File: src/rtl/alu_share_arb.sv
// Round-robin arbiter sharing one combinational ALU between two requesters.
// One registered issue slot drives the ALU; results land in per-port response buffers.
module alu_share_arb #(
  parameter int OP_W   = 6,
  parameter int DATA_W = 32,
  parameter int CNT_W  = 16
) (
  input  logic              clk,
  input  logic              reset,
  input  logic              req0_valid,
  output logic              req0_ready,
  input  logic [OP_W-1:0]   req0_op,
  input  logic [DATA_W-1:0] req0_a,
  input  logic [DATA_W-1:0] req0_b,
  output logic              rsp0_valid,
  input  logic              rsp0_ready,
  output logic [DATA_W-1:0] rsp0_data,
  input  logic              req1_valid,
  output logic              req1_ready,
  input  logic [OP_W-1:0]   req1_op,
  input  logic [DATA_W-1:0] req1_a,
  input  logic [DATA_W-1:0] req1_b,
  output logic              rsp1_valid,
  input  logic              rsp1_ready,
  output logic [DATA_W-1:0] rsp1_data,
  output logic [OP_W-1:0]   alu_op,
  output logic [DATA_W-1:0] alu_rv1,
  output logic [DATA_W-1:0] alu_rv2,
  input  logic [DATA_W-1:0] alu_rvout,
  output logic              busy,
  output logic [CNT_W-1:0]  op_count
);

  typedef enum logic {IDLE, EXEC} state_t;

  state_t              state_q, state_d;
  logic                id_q, id_d;
  logic [OP_W-1:0]     op_q, op_d;
  logic [DATA_W-1:0]   a_q, a_d;
  logic [DATA_W-1:0]   b_q, b_d;
  logic                last_q, last_d;
  logic                rsp0_valid_q, rsp0_valid_d;
  logic                rsp1_valid_q, rsp1_valid_d;
  logic [DATA_W-1:0]   rsp0_data_q, rsp0_data_d;
  logic [DATA_W-1:0]   rsp1_data_q, rsp1_data_d;
  logic [CNT_W-1:0]    op_count_q, op_count_d;

  logic elig0, elig1, gnt0, gnt1;

  always_comb begin
    // A port may have only one operation outstanding (in flight or buffered).
    elig0 = req0_valid && !(state_q == EXEC && id_q == 1'b0) && (!rsp0_valid_q || rsp0_ready);
    elig1 = req1_valid && !(state_q == EXEC && id_q == 1'b1) && (!rsp1_valid_q || rsp1_ready);
    gnt0  = elig0 && (!elig1 || last_q);
    gnt1  = elig1 && (!elig0 || !last_q);
  end

  always_comb begin
    state_d = IDLE;
    id_d    = id_q;
    op_d    = op_q;
    a_d     = a_q;
    b_d     = b_q;
    last_d  = last_q;
    if (gnt0 || gnt1) begin
      state_d = EXEC;
      id_d    = gnt1;
      op_d    = gnt1 ? req1_op : req0_op;
      a_d     = gnt1 ? req1_a  : req0_a;
      b_d     = gnt1 ? req1_b  : req0_b;
      last_d  = gnt1;
    end
  end

  always_comb begin
    rsp0_valid_d = rsp0_valid_q && !rsp0_ready;
    rsp1_valid_d = rsp1_valid_q && !rsp1_ready;
    rsp0_data_d  = rsp0_data_q;
    rsp1_data_d  = rsp1_data_q;
    op_count_d   = op_count_q;
    if (state_q == EXEC) begin
      op_count_d = op_count_q + CNT_W'(1);
      if (id_q) begin
        rsp1_valid_d = 1'b1;
        rsp1_data_d  = alu_rvout;
      end else begin
        rsp0_valid_d = 1'b1;
        rsp0_data_d  = alu_rvout;
      end
    end
  end

  always_ff @(posedge clk or posedge reset) begin
    if (reset) begin
      state_q      <= IDLE;
      id_q         <= 1'b0;
      op_q         <= '0;
      a_q          <= '0;
      b_q          <= '0;
      last_q       <= 1'b1;
      rsp0_valid_q <= 1'b0;
      rsp1_valid_q <= 1'b0;
      rsp0_data_q  <= '0;
      rsp1_data_q  <= '0;
      op_count_q   <= '0;
    end else begin
      state_q      <= state_d;
      id_q         <= id_d;
      op_q         <= op_d;
      a_q          <= a_d;
      b_q          <= b_d;
      last_q       <= last_d;
      rsp0_valid_q <= rsp0_valid_d;
      rsp1_valid_q <= rsp1_valid_d;
      rsp0_data_q  <= rsp0_data_d;
      rsp1_data_q  <= rsp1_data_d;
      op_count_q   <= op_count_d;
    end
  end

  // Readies are masked during reset so nothing appears accepted while state is held.
  assign req0_ready = gnt0 && !reset;
  assign req1_ready = gnt1 && !reset;
  assign busy       = (state_q == EXEC);
  assign alu_op     = busy ? op_q : '0;
  assign alu_rv1    = busy ? a_q  : '0;
  assign alu_rv2    = busy ? b_q  : '0;
  assign rsp0_valid = rsp0_valid_q;
  assign rsp1_valid = rsp1_valid_q;
  assign rsp0_data  = rsp0_data_q;
  assign rsp1_data  = rsp1_data_q;
  assign op_count   = op_count_q;

endmodule

File: config.mk
export PLATFORM = sky130hd
export DESIGN_NAME = alu_share_arb
export DESIGN_NICKNAME = d
export VERILOG_FILES = /design/src/rtl/alu_share_arb.sv
export SDC_FILE = /design/constraint.sdc
export NUM_CORES = 1
export LEC_CHECK = 0
export CORE_MARGIN = 5
export CORE_UTILIZATION = 35
export DETAILED_ROUTE_END_ITERATION = 8
export DONT_BUFFER_PORTS = 1
export PLACE_DENSITY = 0.47
export SETUP_SLACK_MARGIN = 0.5
export SYNTH_ARGS = -nofsm -noshare
export SYNTH_HDL_FRONTEND = slang
export SYNTH_SLANG_ARGS = --single-unit
File: constraint.sdc
create_clock -name clk -period 12.5 [get_ports clk]
set_input_delay 1.25 -clock clk [delete_from_list [all_inputs] [get_ports clk]]
set_output_delay 1.25 -clock clk [all_outputs]
set_load 0.02 [all_outputs]
==> After elaboration in Yosys (flattened, before gate mapping) <==
Index checks and enable logic that the tools add are counted.
{ "classes": {"n_mul": 0, "addsub": 1, "mux": 11, "bitwise_logic": 1, "n_eq_ne": 0, "reduce_logical": 29, "magnitude_cmp": 0, "n_div": 0, "shift": 0} }
{ "op_table": {"columns": ["cell", "n"], "rows": [
  ["$mux 32", 4],
  ["$add 16x1->16 const B", 1],
  ["$logic_and 1x1->1", 12],
  ["$mux 6", 2],
  ["$logic_not 1->1", 10],
  ["$logic_or 1x1->1", 5],
  ["$mux 1", 5],
  ["$reduce_and 2->1", 2],
  ["$not 1->1", 1]
]} }
{ "totals": {"rom_bits": 0, "in_bits": 178, "latch_bits": 0, "ff_bits": 155, "out_inout_bits": 155, "memories": 0, "ram_bits": 0} }

==> Depth between registers and ports, before layout <==
{ "logic_depth": {"depth_word": 10, "ltp_mapped": 7, "depth_no_buf": 5} }

==> Least setup slack after synthesis <==
Ideal clock, no wire load.
{ "synth_timing": {"path_type": "input-to-output", "from": "input reset", "to": "output req1_ready", "arrival_time_ns": 5.106, "stages": 2, "path_slack_ns": 6.144, "cell_sequence": "inv_1 > and3_1"} }
{ "synth_between": {"elab_chain_len": 2} }
{ "synth_lines": {"columns": ["element", "line_no", "source"], "rows": [
  ["start: declaration", "9", "input logic reset,"],
  ["$logic_not 1->1", "123", "assign req1_ready = gnt1 && !reset;"],
  ["$logic_and 1x1->1", "123", null],
  ["end: declaration", "19", "output logic req1_ready,"]
]} }
No other way between the ends.

==> Worst setup path in the final report <==
{ "layout_timing": {"from": "register state_q (netlist: busy)", "to": "output req1_ready"} }
{ "layout_between": {"elab_chain_len": 8} }
{ "layout_lines": {"columns": ["element", "line_no", "source"], "rows": [
  ["start: declaration", "36", "state_t state_q, state_d;"],
  ["start signal: assignment", "107", "state_q <= state_d;"],
  ["$logic_and 1x1->1", "52", "elig0 = req0_valid && !(state_q == EXEC && id_q == 1'b0) && (!rsp0_valid_q || rsp0_ready);"],
  ["$logic_not 1->1", "52", null],
  ["$logic_and 1x1->1 (2 in series)", "52", null],
  ["$logic_not 1->1", "55", "gnt1 = elig1 && (!elig0 || !last_q);"],
  ["$logic_or 1x1->1", "55", null],
  ["$logic_and 1x1->1 *", "55", null],
  ["$logic_and 1x1->1 *", "123", null]
]} }
Every way passes the cells marked *; elsewhere a longest branch is shown, timed or not.

==> key figures <==
Worst setup path
  – Count of buffering cells on the critical path with inverters included: 3
  – Critical Path Max Stage Delay: 0.58 ns
  – Cell Chain, Critical Path: buf_4, nand2b_1, buf_4, nand4_1, buf_4, and3_1
  – Delay-heaviest family, CP: buffers and inverters
  – CP arrival: 2.88 ns
  – CP Class: flip-flop to output pin
  – Worst-path maximum fanout: 78
  – Req. time, crit path: 11.25 ns
  – Worst path slowest cell: buf_4
  – Most frequent CP cell: buf_4
  – Critical path startpoint category: flip-flop
  – Type of destination of the critical path: output pin

Clock network
  – Number of buffers created by CTS: 17
  – Root buffer selected by CTS: clkbuf_16
  – Clock-pin slew of the registers on the worst-case setup and hold paths: 0.06 ns
  – Post-CTS resize count: 0
  – Hold buffers post-CTS: 0
  – Max H-tree Level: 4
  – Clock latency on the worst-skew pair: 0.41 ns
  – Post-CTS Setup Bufs: 0
  – Clock tree from TritonCTS: yes
  – Sinks on Clock Net: 155
  – Deepest clock path buffer count: 2

Logic synthesis
  – Netlist area before placement: 0.00693 mm2
  – Cell accounting for the most synthesized area: dfrtp_1
  – Net count after synthesis: 714
  – Syn Inst Count: 535
  – Leading post-synthesis cells by cell area: dfrtp_1 (56%), o221a_1 (11%), mux2_2 (11%)
  – Flip-flop and latch count after synthesis: 155
  – Synthesis Warnings: 0
  – Share of synthesized area occupied by flip-flops and latches: 56.0%
  – Post-synth top area share: 55.6%
  – Synth unique cells: 27
  – Synthesized area per cell: 13.0 um2

Cells and area
  – Layout filler cell count: 1878
  – Final net count: 695
  – FF/Latch Area: 0.00388 mm2
  – Multi-input combinational cell area: 0.00286 mm2
  – Layout Cell Area excl Fill: 0.00768 mm2
  – Area Overhead vs Synth: 10.8%
  – Layout cells sized above 1: 21.0%

Routing
  – Wirelength, routed: 19100 um
  – Number of detailed-routing iterations run before antenna repair: 6
  – DR vias: 4422
  – Number of DRC markers after the initial detailed-route iteration: 184
  – Remaining antenna violation count after routing: 0
  – Count of unresolved DRC violations after routing: 0
  – Routed length per placed instance: 24.0 um
  – Vias/cell: 5.56

Global routing
  – Total global routing overflow: 0
  – Via count of the first global-routing pass: 4832
  – Maximum number of pins on one net before global-route repair: 87
  – Total track usage: 16.3%
  – Number of antenna violations at the first check in global routing: 2
  – Wire length of the first global-routing pass: 28500 um

STA
  – Maximum operating frequency: 242 MHz
  – Fin. max-slew vios: 0
  – Worst slew pin tran: 0.892 ns
  – Post-layout minimum cycle time: 4.13 ns
  – RSZ-0062 raised after global routing: no
  – Count of endpoints failing setup in the final report: 0
  – Headroom to the max-slew limit: 40.5%
  – Worst Skew: 0.0131 ns
  – Hold slack final: 0.531 ns
  – Number of failing hold endpoints at the final stage: 0
  – Share of the clock period used by the worst path after layout: 33.0%
  – Aggregate negative setup slack: 0 ns

Placement
  – Number of buffer cells added on primary ports: 0
  – Standard cell area after detailed placement: 0.00713 mm2
  – Detailed Place HPWL: 13200 um
  – Final GP Congestion: 0.759

Run status
  – Run status: complete, no violations

Power and ir drop
  – Power density over the cells: 309 mW/mm2
  – Total Power Consumption: 2.37 mW
  – Worst supply voltage drop on vdd: 140 uV
  – Leakage: 2.96 nW

Floorplanning
  – Starting density of the core: 35.6%
  – Floorplan Core Area: 0.0195 mm2
  – IO Count: 333
  – Chip height: 151 um
  – Area of the die: 0.0227 mm2
  – Width of the chip: 151 um
  – Std-Cell Rows: 51

Min path
  – Path class of the lowest-slack min-delay path: flip-flop to flip-flop

Flow run
  – # Max-Cap Violations: 0
## cell usage after synthesis (all sizes together)
cell	instances
nand3b	70
mux2	65
nand4b	1
nor3	3
nand2b	3
o21a	1
inv	2
a21bo	1
nand3	7
and2	71
xnor2	9
dfrtp	154
o221a	70
nand4	5
clkbuf	25
dfstp	1
a21o	1
buf	20
xor2	6
nand2	11
ha	1
nor2	5
and3	3
## state kept, by name (all words and copies together) (netlist names)
register and cells:
op_q 6, rsp0_valid 1, rsp1_data 32, last_q 1, id_q 1, op_count 16
a_q 32, rsp1_valid 1, rsp0_data 32, busy 1, b_q 32
## through the flow
stage,setup slack (ns),utilization (%),instances
after floorplan,6.14,-,535
after global placement,8.69,36.7,762
after detailed placement,8.67,36.7,762
after CTS,8.28,39.5,794
after global routing,8.07,39.5,795
final,8.37,39.5,795
## where the power goes
| part | switching [mW] | internal, mW | total [mW] |
|---|---|---|---|
| sequential | 0.318 | 0.742 | 1.06 |
| clock | 0.210 | 0.267 | 0.477 |
| combinational | 0.493 | 0.343 | 0.836 |
| total | 1.02 | 1.35 | 2.37 |
## final cells by class
class	instances	area share (%)
Sequential cell	155	50.5
Multi-Input combinational cell	333	37.2
Clock buffer	21	5.99
Tap cell	265	4.31
Clock inverter	11	1.14
Timing Repair Buffer	7	0.684
Inverter	2	0.163
Antenna cell	1	0.0326
## layout by cell type, fill, tap and decap left out, drive strengths merged, types with 3 or more instances in the layout
master    count
xor2          6
nand3         7
clkinv        5
and2         71
clkinvlp      3
clkbuf       21
dfrtp       154
mux2         65
nand2b        3
xnor2         9
nand4         5
and3          3
inv           5
nor3          3
o221a        70
nor2          5
nand2        11
nand3b       70
buf           7
## cell families after synthesis
logic type | share of synthesized area (%)
and+or+nand+nor | 16.7
DFF | 56.0
AOI/OAI and AO/OA | 11.7
muxes | 10.6
buffers and inverters | 2.94
xor gates and xnor gates | 1.90
adders and majority gates | 0.180
## path summary, 6_finish.rpt
check	start	to	slack, ns	cells after the start
worst max-delay path	busy	req1_ready	8.37	6
worst min-delay path	id_q	id_q	0.53	1
worst max register to register	id_q	a_q[17]	9.32	6
worst min register to register	id_q	id_q	0.53	1
max in group asynchronous	reset	rsp0_data[21]	10.22	2
min in group asynchronous	reset	rsp1_valid	0.83	1
## per-layer routing
layer  GRT usage (%)  vias to the layer above  wire, um
met1            18.9                     2222      7020
li1                -                     1929         -
met2            27.2                      243      9590
met5               0                        -        13
met4            4.99                        2       350
met3            7.16                       26      2080
Note: power is estimated with default switching activity, not from simulation.
